`config.mk`:
```
export PLATFORM = sky130hd
export DESIGN_NAME = logiana_host_master_flat
export DESIGN_NICKNAME = d
export VERILOG_FILES = /design/src/rtl/logiana_pkg.sv /design/src/rtl/logiana_host_master_if.sv /design/src/rtl/logiana_strobe_timer.sv /design/src/rtl/logiana_host_master.sv /design/src/flat_wrapper.sv
export SDC_FILE = /design/constraint.sdc
export NUM_CORES = 1
export LEC_CHECK = 0
export CAP_MARGIN = 15
export CORE_ASPECT_RATIO = 2
export CORE_UTILIZATION = 49
export DETAILED_ROUTE_END_ITERATION = 10
export PLACE_DENSITY = 0.91
export REMOVE_ABC_BUFFERS = 1
export SYNTH_ARGS = -nofsm -noshare
export SYNTH_HDL_FRONTEND = slang
export SYNTH_HIERARCHICAL = 1
export SYNTH_SLANG_ARGS = --single-unit
```
`constraint.sdc`:
```
create_clock -name CLK24 -period 2.8 [get_ports CLK24]
set_input_delay 0.42 -clock CLK24 [delete_from_list [all_inputs] [get_ports CLK24]]
set_output_delay 0.42 -clock CLK24 [all_outputs]
set_load 0.03 [all_outputs]
```
`src/rtl/logiana_pkg.sv`:
```
// Shared definitions for the logiana host port: FSM encodings, H_MODE register
// selects and the control-byte field layout understood by the logiana core.
package logiana_pkg;

    typedef logic [2:0] state_t;

    localparam state_t ST_IDLE    = 3'd0;
    localparam state_t ST_SETUP   = 3'd1;
    localparam state_t ST_STROBE  = 3'd2;
    localparam state_t ST_HOLD    = 3'd3;
    localparam state_t ST_WAIT_RD = 3'd4;
    localparam state_t ST_GAP     = 3'd5;

    localparam logic MODE_CTRL = 1'b0;  // rate / control / readout
    localparam logic MODE_TRIG = 1'b1;  // trigger setup / readback

    // Control byte written with H_MODE=MODE_CTRL.
    localparam int CTRL_RATE_LSB = 0;
    localparam int CTRL_RATE_W   = 3;
    localparam int CTRL_LAST_BIT = 7;

endpackage

```
`src/rtl/logiana_host_master_if.sv`:
```
// Host-port pins of the logiana core; the master drives strobes, mode and data,
// the slave (core or bench responder) returns H_DATA_IN.
interface logiana_host_master_if;
    logic       h_nwr;
    logic       h_nrd;
    logic       h_mode;
    logic [7:0] h_data_out;
    logic       h_data_oe;
    logic [7:0] h_data_in;

    modport master (
        output h_nwr, h_nrd, h_mode, h_data_out, h_data_oe,
        input  h_data_in
    );

    modport slave (
        input  h_nwr, h_nrd, h_mode, h_data_out, h_data_oe,
        output h_data_in
    );
endinterface

```
`src/rtl/logiana_strobe_timer.sv`:
```
// Loadable 4-bit down-counter with zero flag; times SETUP, STROBE and GAP phases.
module logiana_strobe_timer (
    input  logic       clk,
    input  logic       rst_n,
    input  logic       load,
    input  logic [3:0] load_val,
    input  logic       dec,
    output logic       zero
);
    logic [3:0] cnt_q, cnt_d;

    always_comb begin
        cnt_d = cnt_q;
        if (load)
            cnt_d = load_val;
        else if (dec && cnt_q != 4'd0)
            cnt_d = cnt_q - 4'd1;
    end

    always_ff @(posedge clk) begin
        if (!rst_n)
            cnt_q <= 4'd0;
        else
            cnt_q <= cnt_d;
    end

    assign zero = (cnt_q == 4'd0);
endmodule

```
`src/rtl/logiana_host_master.sv`:
```
// Bus-master end of the logiana host port: single-byte writes and read bursts
// streamed out on a valid/ready interface. All host pins are registered.
//
//   state   | meaning
//   IDLE    | CMD_READY high, waiting for a command
//   SETUP   | mode/data settle before the first strobe
//   STROBE  | nWR or nRD low; read data captured on the last cycle
//   HOLD    | write only: nWR high, data still driven
//   WAIT_RD | read byte presented on RD_*, waiting for RD_READY
//   GAP     | strobes high, bus released, before next strobe or IDLE
module logiana_host_master
    import logiana_pkg::*;
#(
    parameter int SETUP_CYCLES = 1,
    parameter int STRB_CYCLES  = 1,
    parameter int GAP_CYCLES   = 1
) (
    input  logic        CLK24,
    input  logic        nRESET,
    input  logic        CMD_VALID,
    output logic        CMD_READY,
    input  logic        CMD_WR,
    input  logic        CMD_MODE,
    input  logic [7:0]  CMD_DATA,
    input  logic [15:0] CMD_LEN,
    output logic [7:0]  RD_DATA,
    output logic        RD_VALID,
    input  logic        RD_READY,
    output logic        DONE,
    logiana_host_master_if.master host
);
    if (SETUP_CYCLES < 1 || SETUP_CYCLES > 15) begin : g_bad_setup
        $error("logiana_host_master: SETUP_CYCLES must be 1..15");
    end
    if (STRB_CYCLES < 1 || STRB_CYCLES > 15) begin : g_bad_strb
        $error("logiana_host_master: STRB_CYCLES must be 1..15");
    end
    if (GAP_CYCLES < 1 || GAP_CYCLES > 15) begin : g_bad_gap
        $error("logiana_host_master: GAP_CYCLES must be 1..15");
    end

    localparam logic [3:0] SETUP_LD = 4'(SETUP_CYCLES - 1);
    localparam logic [3:0] STRB_LD  = 4'(STRB_CYCLES - 1);
    localparam logic [3:0] GAP_LD   = 4'(GAP_CYCLES - 1);

    state_t      state_q, state_d;
    logic        wr_q, wr_d;
    logic        mode_q, mode_d;
    logic [7:0]  data_q, data_d;
    logic [15:0] rem_q, rem_d;
    logic [7:0]  rd_data_q, rd_data_d;
    logic        rd_valid_q, rd_valid_d;
    logic        done_q, done_d;
    logic        ready_q, ready_d;
    logic        nwr_q, nwr_d;
    logic        nrd_q, nrd_d;
    logic        oe_q, oe_d;

    logic        tmr_load, tmr_dec, tmr_zero;
    logic [3:0]  tmr_val;

    logiana_strobe_timer u_timer (
        .clk      (CLK24),
        .rst_n    (nRESET),
        .load     (tmr_load),
        .load_val (tmr_val),
        .dec      (tmr_dec),
        .zero     (tmr_zero)
    );

    always_comb begin
        state_d    = state_q;
        wr_d       = wr_q;
        mode_d     = mode_q;
        data_d     = data_q;
        rem_d      = rem_q;
        rd_data_d  = rd_data_q;
        rd_valid_d = rd_valid_q;
        done_d     = 1'b0;
        tmr_load   = 1'b0;
        tmr_val    = 4'd0;
        tmr_dec    = 1'b0;

        case (state_q)
            ST_IDLE: begin
                if (CMD_VALID && ready_q) begin
                    wr_d   = CMD_WR;
                    mode_d = CMD_MODE;
                    data_d = CMD_DATA;
                    rem_d  = CMD_LEN;
                    if (!CMD_WR && CMD_LEN == 16'd0) begin
                        done_d = 1'b1;
                    end else begin
                        state_d  = ST_SETUP;
                        tmr_load = 1'b1;
                        tmr_val  = SETUP_LD;
                    end
                end
            end
            ST_SETUP: begin
                if (tmr_zero) begin
                    state_d  = ST_STROBE;
                    tmr_load = 1'b1;
                    tmr_val  = STRB_LD;
                end else begin
                    tmr_dec = 1'b1;
                end
            end
            ST_STROBE: begin
                if (tmr_zero) begin
                    if (wr_q) begin
                        state_d = ST_HOLD;
                    end else begin
                        state_d    = ST_WAIT_RD;
                        rd_data_d  = host.h_data_in;
                        rd_valid_d = 1'b1;
                        if (rem_q != 16'd0)
                            rem_d = rem_q - 16'd1;
                    end
                end else begin
                    tmr_dec = 1'b1;
                end
            end
            ST_HOLD: begin
                state_d  = ST_GAP;
                tmr_load = 1'b1;
                tmr_val  = GAP_LD;
            end
            ST_WAIT_RD: begin
                if (rd_valid_q && RD_READY) begin
                    rd_valid_d = 1'b0;
                    state_d    = ST_GAP;
                    tmr_load   = 1'b1;
                    tmr_val    = GAP_LD;
                end
            end
            ST_GAP: begin
                if (tmr_zero) begin
                    if (!wr_q && rem_q != 16'd0) begin
                        state_d  = ST_STROBE;
                        tmr_load = 1'b1;
                        tmr_val  = STRB_LD;
                    end else begin
                        state_d = ST_IDLE;
                        done_d  = 1'b1;
                    end
                end else begin
                    tmr_dec = 1'b1;
                end
            end
            default: state_d = ST_IDLE;
        endcase

        // Pin values follow the next state so every host pin comes straight off a flop.
        nwr_d   = !(state_d == ST_STROBE && wr_d);
        nrd_d   = !(state_d == ST_STROBE && !wr_d);
        oe_d    = wr_d && (state_d == ST_SETUP || state_d == ST_STROBE ||
                           state_d == ST_HOLD);
        ready_d = (state_d == ST_IDLE);
    end

    always_ff @(posedge CLK24) begin
        if (!nRESET) begin
            state_q    <= ST_IDLE;
            wr_q       <= 1'b0;
            mode_q     <= MODE_CTRL;
            data_q     <= 8'd0;
            rem_q      <= 16'd0;
            rd_data_q  <= 8'd0;
            rd_valid_q <= 1'b0;
            done_q     <= 1'b0;
            ready_q    <= 1'b0;
            nwr_q      <= 1'b1;
            nrd_q      <= 1'b1;
            oe_q       <= 1'b0;
        end else begin
            state_q    <= state_d;
            wr_q       <= wr_d;
            mode_q     <= mode_d;
            data_q     <= data_d;
            rem_q      <= rem_d;
            rd_data_q  <= rd_data_d;
            rd_valid_q <= rd_valid_d;
            done_q     <= done_d;
            ready_q    <= ready_d;
            nwr_q      <= nwr_d;
            nrd_q      <= nrd_d;
            oe_q       <= oe_d;
        end
    end

    assign CMD_READY       = ready_q;
    assign RD_DATA         = rd_data_q;
    assign RD_VALID        = rd_valid_q;
    assign DONE            = done_q;
    assign host.h_nwr      = nwr_q;
    assign host.h_nrd      = nrd_q;
    assign host.h_mode     = mode_q;
    assign host.h_data_out = data_q;
    assign host.h_data_oe  = oe_q;
endmodule

```
`src/flat_wrapper.sv`:
```
// flat-port wrapper written by rule: the top's interface ports become plain ports
module logiana_host_master_flat import logiana_pkg::*;
#(
    parameter int SETUP_CYCLES = 1,
    parameter int STRB_CYCLES  = 1,
    parameter int GAP_CYCLES   = 1
)
  (CLK24, nRESET, CMD_VALID, CMD_READY, CMD_WR, CMD_MODE, CMD_DATA, CMD_LEN, RD_DATA, RD_VALID, RD_READY, DONE, host_h_nwr, host_h_nrd, host_h_mode, host_h_data_out, host_h_data_oe, host_h_data_in);
  logiana_host_master_if host_i ();
  input  logic CLK24;
  input  logic nRESET;
  input  logic CMD_VALID;
  output logic CMD_READY;
  input  logic CMD_WR;
  input  logic CMD_MODE;
  input  logic [7:0] CMD_DATA;
  input  logic [15:0] CMD_LEN;
  output logic [7:0] RD_DATA;
  output logic RD_VALID;
  input  logic RD_READY;
  output logic DONE;
  output wire logic [$bits(host_i.h_nwr)-1:0] host_h_nwr;
  output wire logic [$bits(host_i.h_nrd)-1:0] host_h_nrd;
  output wire logic [$bits(host_i.h_mode)-1:0] host_h_mode;
  output wire logic [$bits(host_i.h_data_out)-1:0] host_h_data_out;
  output wire logic [$bits(host_i.h_data_oe)-1:0] host_h_data_oe;
  input wire logic [$bits(host_i.h_data_in)-1:0] host_h_data_in;
  assign host_h_nwr = host_i.h_nwr;
  assign host_h_nrd = host_i.h_nrd;
  assign host_h_mode = host_i.h_mode;
  assign host_h_data_out = host_i.h_data_out;
  assign host_h_data_oe = host_i.h_data_oe;
  assign host_i.h_data_in = host_h_data_in;
  logiana_host_master #(.SETUP_CYCLES(SETUP_CYCLES), .STRB_CYCLES(STRB_CYCLES), .GAP_CYCLES(GAP_CYCLES)) u_core (.CLK24(CLK24), .nRESET(nRESET), .CMD_VALID(CMD_VALID), .CMD_READY(CMD_READY), .CMD_WR(CMD_WR), .CMD_MODE(CMD_MODE), .CMD_DATA(CMD_DATA), .CMD_LEN(CMD_LEN), .RD_DATA(RD_DATA), .RD_VALID(RD_VALID), .RD_READY(RD_READY), .DONE(DONE), .host(host_i));
endmodule
```
==> impl_metrics.toml, run 1 <==
[outcome]
outcome = "completed"

[timing]
drv_slew = 0
skew_ns = 0.00770
min_period_ns = 2.53
finalHoldViolations = 0
timing.final.crit_share_pct = 90.5
tns_ns = 0
relSlewSlack_pct = 42.5
tightest_slew_ns = 0.857
max_freq_ghz = 0.395
setup_viol_count_final = 0
rsz0062_at_grt = "no"

[pwr]
powerDensity_mw_per_mm2 = 1090
power.leakage_nw = 1.18
peakVddDrop_uv = 886

[routing]
vias_per_cell = 6.00
vias = 2521
routed_wirelength_mm = 6.74
drt_first_iter_violations = 93
drt_drc_violations_left = 0
dr.pass1.iters = 4
ant_nets = 0
routedWlPerCell_um = 16.0

[critical_path]
crit_family = "compound AO/OA/AOI/OAI gates"
required_ns = 3.03
critPathArrivalTime_ns = 2.77
rr_worst_depth = 9
r2r-start = "u_core/u_timer/cnt_q[0]$_SDFFE_PN0P_"
cp.depth = 9
worst-setup-path-type = "flop to flop"
worst-path-buf-inv = 2
cp_slowest_cell = "o2bb2ai_2"
critPathLaunchType = "flop"
crit_fanout = 22
ff2ff_setup_slack_ns = 0.27
slowest_delay_ns = 0.70
end_kind = "flop"
startpoint = "u_core/u_timer/cnt_q[0]$_SDFFE_PN0P_"
crit_chain = "inv_1, ha_1, or3b_4, clkinv_2, nand2b_1, nor2_2, o2bb2ai_2, o21ai_0, a21oi_1"

[final_layout]
drive_gt1_share_pct = 8.26
area_growth_pct = 31.4
stdcell_count = 420
mostFrequentLayoutCell = "clkdlybuf4s50_1"
fill_cells = 390
final_util_pct = 66.7
layout_common_cells = "clkdlybuf4s50_1, dfxtp_1, nand2_1"
fin_nets = 404
antennaDiodeCount = 0
design_area_mm2 = 0.00322

[place]
place_inst = 413
gp_congestion = 0.871
port_buffers = 60
hpwl_mm = 4.92
dpl_cell_area_mm2 = 0.00311

[hold_path]
min_from = "u_core/RD_DATA[1]$_SDFFE_PN0P_"
hold_depth = 2
min_path_type = "flop to flop"

[synthesis]
synthCells = 304
ys_seq_elements = 47
avgSynthCellArea_um2 = 8.05
synth_seq_area_share_pct = 38.4
synth_top_family_by_area = "simple AND/OR/NAND/NOR gates"
synthArstFlopShare_pct = 0
synthSimpleGateAreaFrac_pct = 27.5
synth-compound-area-share_pct = 22.8
yosys_warnings = 6
synth-adder-area-share_pct = 1.53
synth.area.mux_share_pct = 4.50
ys_types = 56
syn-cell-area_mm2 = 0.00245
synth_edf_count = 0
ys.flop_type = "dfxtp_1"
synth_xor_area_share_pct = 0

[grt]
antenna_found_initial = 0
first_global_vias = 2380
grt_util_all_layers_pct = 26.7
grt_overflow_total = 0
grt_pass1_wl_mm = 10.5
grt_max_degree = 33

[floorplan]
die_area_mm2 = 0.00530
start_util_pct = 50.8
die_y_um = 102
die_w_um = 52.0
io_pins = 61
coreArea_mm2 = 0.00482
rows = 36

[clock_tree]
clk_latency_ns = 0.30
root_buffer = "clkbuf_8"
cts_buffer_depth = 2
cts.sinks = 47
ctsResizeCount = 0
htree_num_levels = 2
numCtsBuffers = 5
clkSlewWorstSetupHoldPaths_ns = 0.09
cts-hold-fix-buffers = 0
cts_tree = "built"
post_cts_buffers = 0

[run]
cap_violations = 0
[layout make-up]
class                           instances  area, µm²  area share [%]
Multi-Input combinational cell        231       1400            43.6
Inverter                               10       38.8            1.21
Tap cell                               57       71.3            2.22
Timing Repair Buffer                   68        661            20.5
Clock inverter                          1       30.0           0.934
Sequential cell                        47        941            29.3
Clock buffer                            6       72.6            2.26
[through the flow]
step	setup slack (ns)	total power [W]	hold WS [ns]
final	0.265	0.00352	0.460
after global routing	0.0914	0.00374	0.486
after CTS	0.293	0.00350	0.460
after detailed placement	0.0907	0.00300	0.451
after global placement	0.122	0.00293	0.442
after floorplan	0.151	0.00239	0.448
[path summary, 6_finish.rpt]
path	endpoint
min	u_core/RD_DATA[1]$_SDFFE_PN0P_
max reg2reg	u_core/rem_q[11]$_SDFFE_PN0P_
min reg2reg	u_core/RD_DATA[1]$_SDFFE_PN0P_
max	u_core/rem_q[11]$_SDFFE_PN0P_
[cells in the mapped netlist, types with 2 or more instances]
master    number  area share (%)
buf_4          2            0.61
nand2_1       45             6.9
inv_1          9             1.4
nor4b_1        2            0.72
nor2_1        30             4.6
a211oi_1       2            0.61
or4_1          2            0.61
nor3_1         4            0.82
clkbuf_1      11             1.7
nand3b_1       2            0.61
mux2i_1       11             4.5
nand3_1        7             1.4
o21ai_0       15             3.1
dfxtp_1       47              38
nor3_2         2            0.82
and2_1         4             1.0
a21oi_1       32             6.5
a31o_2         2            0.72
or3_1          2            0.51
o31ai_1        4             1.2
or3b_4         2            0.92
nand2b_1       4             1.0
buf_2          6             1.2
a22oi_1        3            0.92
nor4_1         9             2.3
nand4_1        5             1.3
o211ai_1       2            0.61
o41ai_1        2            0.72
o32ai_1        4             1.4
ha_1           3             1.5
a21o_1         2            0.61
nor2b_1        3            0.77
[per-layer routing]
| layer | share of wire (%) | vias up | wire length (µm) | track usage, % |
|---|---|---|---|---|
| met5 | 0 | - | 0 | 0 |
| met4 | 5.4 | 0 | 364 | 21.2 |
| met3 | 3.9 | 30 | 264 | 4.91 |
| met2 | 56 | 82 | 3750 | 46.6 |
| met1 | 35 | 1193 | 2360 | 26.4 |
| li1 | - | 1216 | - | - |
[logic make-up (layout without fill, tap and decap cells)]
group           Yosys count  count (layout)
mux                      11              11
other cells               1               4
buf+inv                  29              85
simple gates            131             131
flops                    47              47
fa+ha+maj                 3               3
compound gates           82              82
[where the power goes]
part           switching (W)  internal, W
sequential          0.000218     0.000853
clock               0.000224     0.000262
combinational        0.00117     0.000796
total                0.00161      0.00191
[flip-flops by register name, summed over array words and instances (netlist names)]
register,count
u_core/rem_q,16
u_core/RD_DATA,8
u_core/host.h_data_out,8
u_core/u_timer/cnt_q,4
u_core/state_q,3
u_core/CMD_READY,1
u_core/DONE,1
u_core/RD_VALID,1
u_core/host.h_data_oe,1
u_core/host.h_mode,1
u_core/host.h_nrd,1
u_core/host.h_nwr,1
u_core/wr_q,1
[worst min-delay path, delay by kind of cell (launching register included)]
| family | cells | cell delay, ns |
|---|---|---|
| simple gates | 1 | 0.05 |
| flops | 1 | 0.31 |
| compound gates | 1 | 0.05 |
Note: power is estimated with default switching activity, not from simulation.
==> run 2: changes to the inputs <==
--- a/config.mk
+++ b/config.mk
@@ -6,10 +6,9 @@
 export NUM_CORES = 1
 export LEC_CHECK = 0
 export CAP_MARGIN = 15
-export CORE_ASPECT_RATIO = 2
-export CORE_UTILIZATION = 49
+export CORE_UTILIZATION = 30
 export DETAILED_ROUTE_END_ITERATION = 10
-export PLACE_DENSITY = 0.91
+export PLACE_DENSITY = 0.64
 export REMOVE_ABC_BUFFERS = 1
 export SYNTH_ARGS = -nofsm -noshare
 export SYNTH_HDL_FRONTEND = slang
==> impl_metrics.toml, run 2 (synthesis results as in run 1) <==
[final_layout]
fin_nets = 407
register_area_um2 = 941
final_util_pct = 42.3
layout_common_cells = "clkdlybuf4s50_1, dfxtp_1, nand2_1"
largest_register = "u_core/rem_q"
drive_gt1_share_pct = 9.54
multiInputGateArea_mm2 = 0.00140
largest_reg_flops = 16
fill_cells = 788
antennaDiodeCount = 0
mostFrequentLayoutCell = "clkdlybuf4s50_1"
area_growth_pct = 35.0

[floorplan]
die_area_mm2 = 0.00852
coreArea_mm2 = 0.00781
io_pins = 61
die_w_um = 92.3
rows = 32
die_y_um = 92.3
start_util_pct = 31.3

[pwr]
peakVddDrop_uv = 374
powerDensity_mw_per_mm2 = 1070
seqPwrFrac_pct = 30.0
p_comb_share_pct = 55.9
p_int_w = 0.00194
p_sw_share_pct = 45.2
power.leakage_nw = 1.20
p_clk_share_pct = 14.1
p_switching_w = 0.00160

[timing]
timing.final.crit_share_pct = 85.1
skew_ns = 0.0114
rsz0062_at_grt = "no"
min_period_ns = 2.38
setup_viol_count_final = 0
finalHoldViolations = 0
relSlewSlack_pct = 44.1
tightest_slew_ns = 0.838
drv_slew = 0
max_freq_ghz = 0.420
tns_ns = 0

[critical_path]
required_ns = 2.96
cp_slowest_cell = "or4_4"
critPathLaunchType = "flop"
end_kind = "flop"
crit_chain = "inv_1, ha_1, or3b_4, or4_4, or4_1, a21oi_1, o32ai_1"
slowest_delay_ns = 0.45
critPathArrivalTime_ns = 2.54
crit_fanout = 4
worst-setup-path-type = "flop to flop"

[routing]
ant_nets = 0
drt_first_iter_violations = 161
drt_drc_violations_left = 0
vias_per_cell = 5.13
vias = 2405
routedWlPerCell_um = 13.7
routed_wirelength_mm = 6.43
dr.pass1.iters = 4

[outcome]
outcome = "completed"

[hold_path]
min_path_type = "flop to flop"

[clock_tree]
root_buffer = "clkbuf_8"
clkSlewWorstSetupHoldPaths_ns = 0.09
cts-hold-fix-buffers = 0
post_cts_buffers = 0
cts_buffer_depth = 2
clk_latency_ns = 0.30
cts.sinks = 47
cts_tree = "built"
ctsResizeCount = 0
numCtsBuffers = 5
htree_num_levels = 2

[grt]
first_global_vias = 2255
antenna_found_initial = 0
grt_pass1_wl_mm = 10.4
grt_util_all_layers_pct = 15.1
grt_overflow_total = 0
grt_max_degree = 35

[place]
hpwl_mm = 4.63
gp_congestion = 0.904
port_buffers = 60

[run]
cap_violations = 0
run 2: cell count changes in the layout (fill, tap and decap cells not counted), sizes merged:
| cell | before | now |
|---|---|---|
| clkbuf | 6 | 5 |
| buf | 8 | 11 |
| clkinv | 1 | 3 |
run 2: power groups by stage:
stage                     Clock [W]  Sequential, W  Combinational (W)
final                      0.000500        0.00106            0.00198
after global routing       0.000542        0.00109            0.00219
after CTS                  0.000518        0.00106            0.00197
after detailed placement          0        0.00107            0.00195
after global placement            0        0.00107            0.00194
after floorplan                   0        0.00113            0.00126
run 2: cell type report:
class | count | share of cell area, %
timing repair buffer | 71 | 20.7
sequential | 47 | 28.5
inverter | 10 | 1.17
clock buffer | 5 | 2.08
multi-input combinational | 231 | 42.4
clock inverter | 3 | 1.33
tap | 102 | 3.86
run 2: metal layers:
metal / track usage (%) / vias up / share of wire, %
li1: - / 1219 / -
met1: 20.5 / 1094 / 47
met2: 24.6 / 88 / 46
met3: 2.79 / 4 / 6.3
met4: 3.65 / 0 / 0.72
met5: 0 / - / 0
run 2: path summary, 6_finish.rpt:
kind	start	endpoint	slack [ns]	cells past startpoint
worst max register to register	u_core/rem_q[0]$_SDFFE_PN0P_	u_core/rem_q[10]$_SDFFE_PN0P_	0.42	7
worst min-delay path	u_core/RD_DATA[2]$_SDFFE_PN0P_	u_core/RD_DATA[2]$_SDFFE_PN0P_	0.46	2
worst min register to register	u_core/RD_DATA[2]$_SDFFE_PN0P_	u_core/RD_DATA[2]$_SDFFE_PN0P_	0.46	2
worst max-delay path	u_core/rem_q[0]$_SDFFE_PN0P_	u_core/rem_q[10]$_SDFFE_PN0P_	0.42	7
run 2: through the flow:
stage                     area [µm²]  hold WS, ns  instances  total power, W  setup slack (ns)
final                           3300        0.458        469         0.00354             0.417
after global routing            3300        0.485        469         0.00382             0.232
after CTS                       3300        0.462        469         0.00354             0.435
after detailed placement        3190        0.450        461         0.00303             0.336
after global placement          3190        0.444        461         0.00300             0.369
after floorplan                 2370        0.448        288         0.00239             0.151
run 2: critical path: cells and delay by family (launching register included):
kind                       cells  cell delay [ns]
DFF                            1             0.34
buffers and inverters          1             0.12
AOI/OAI and AO/OA              2             0.27
adders and majority gates      1             0.23
and+or+nand+nor                3             1.27
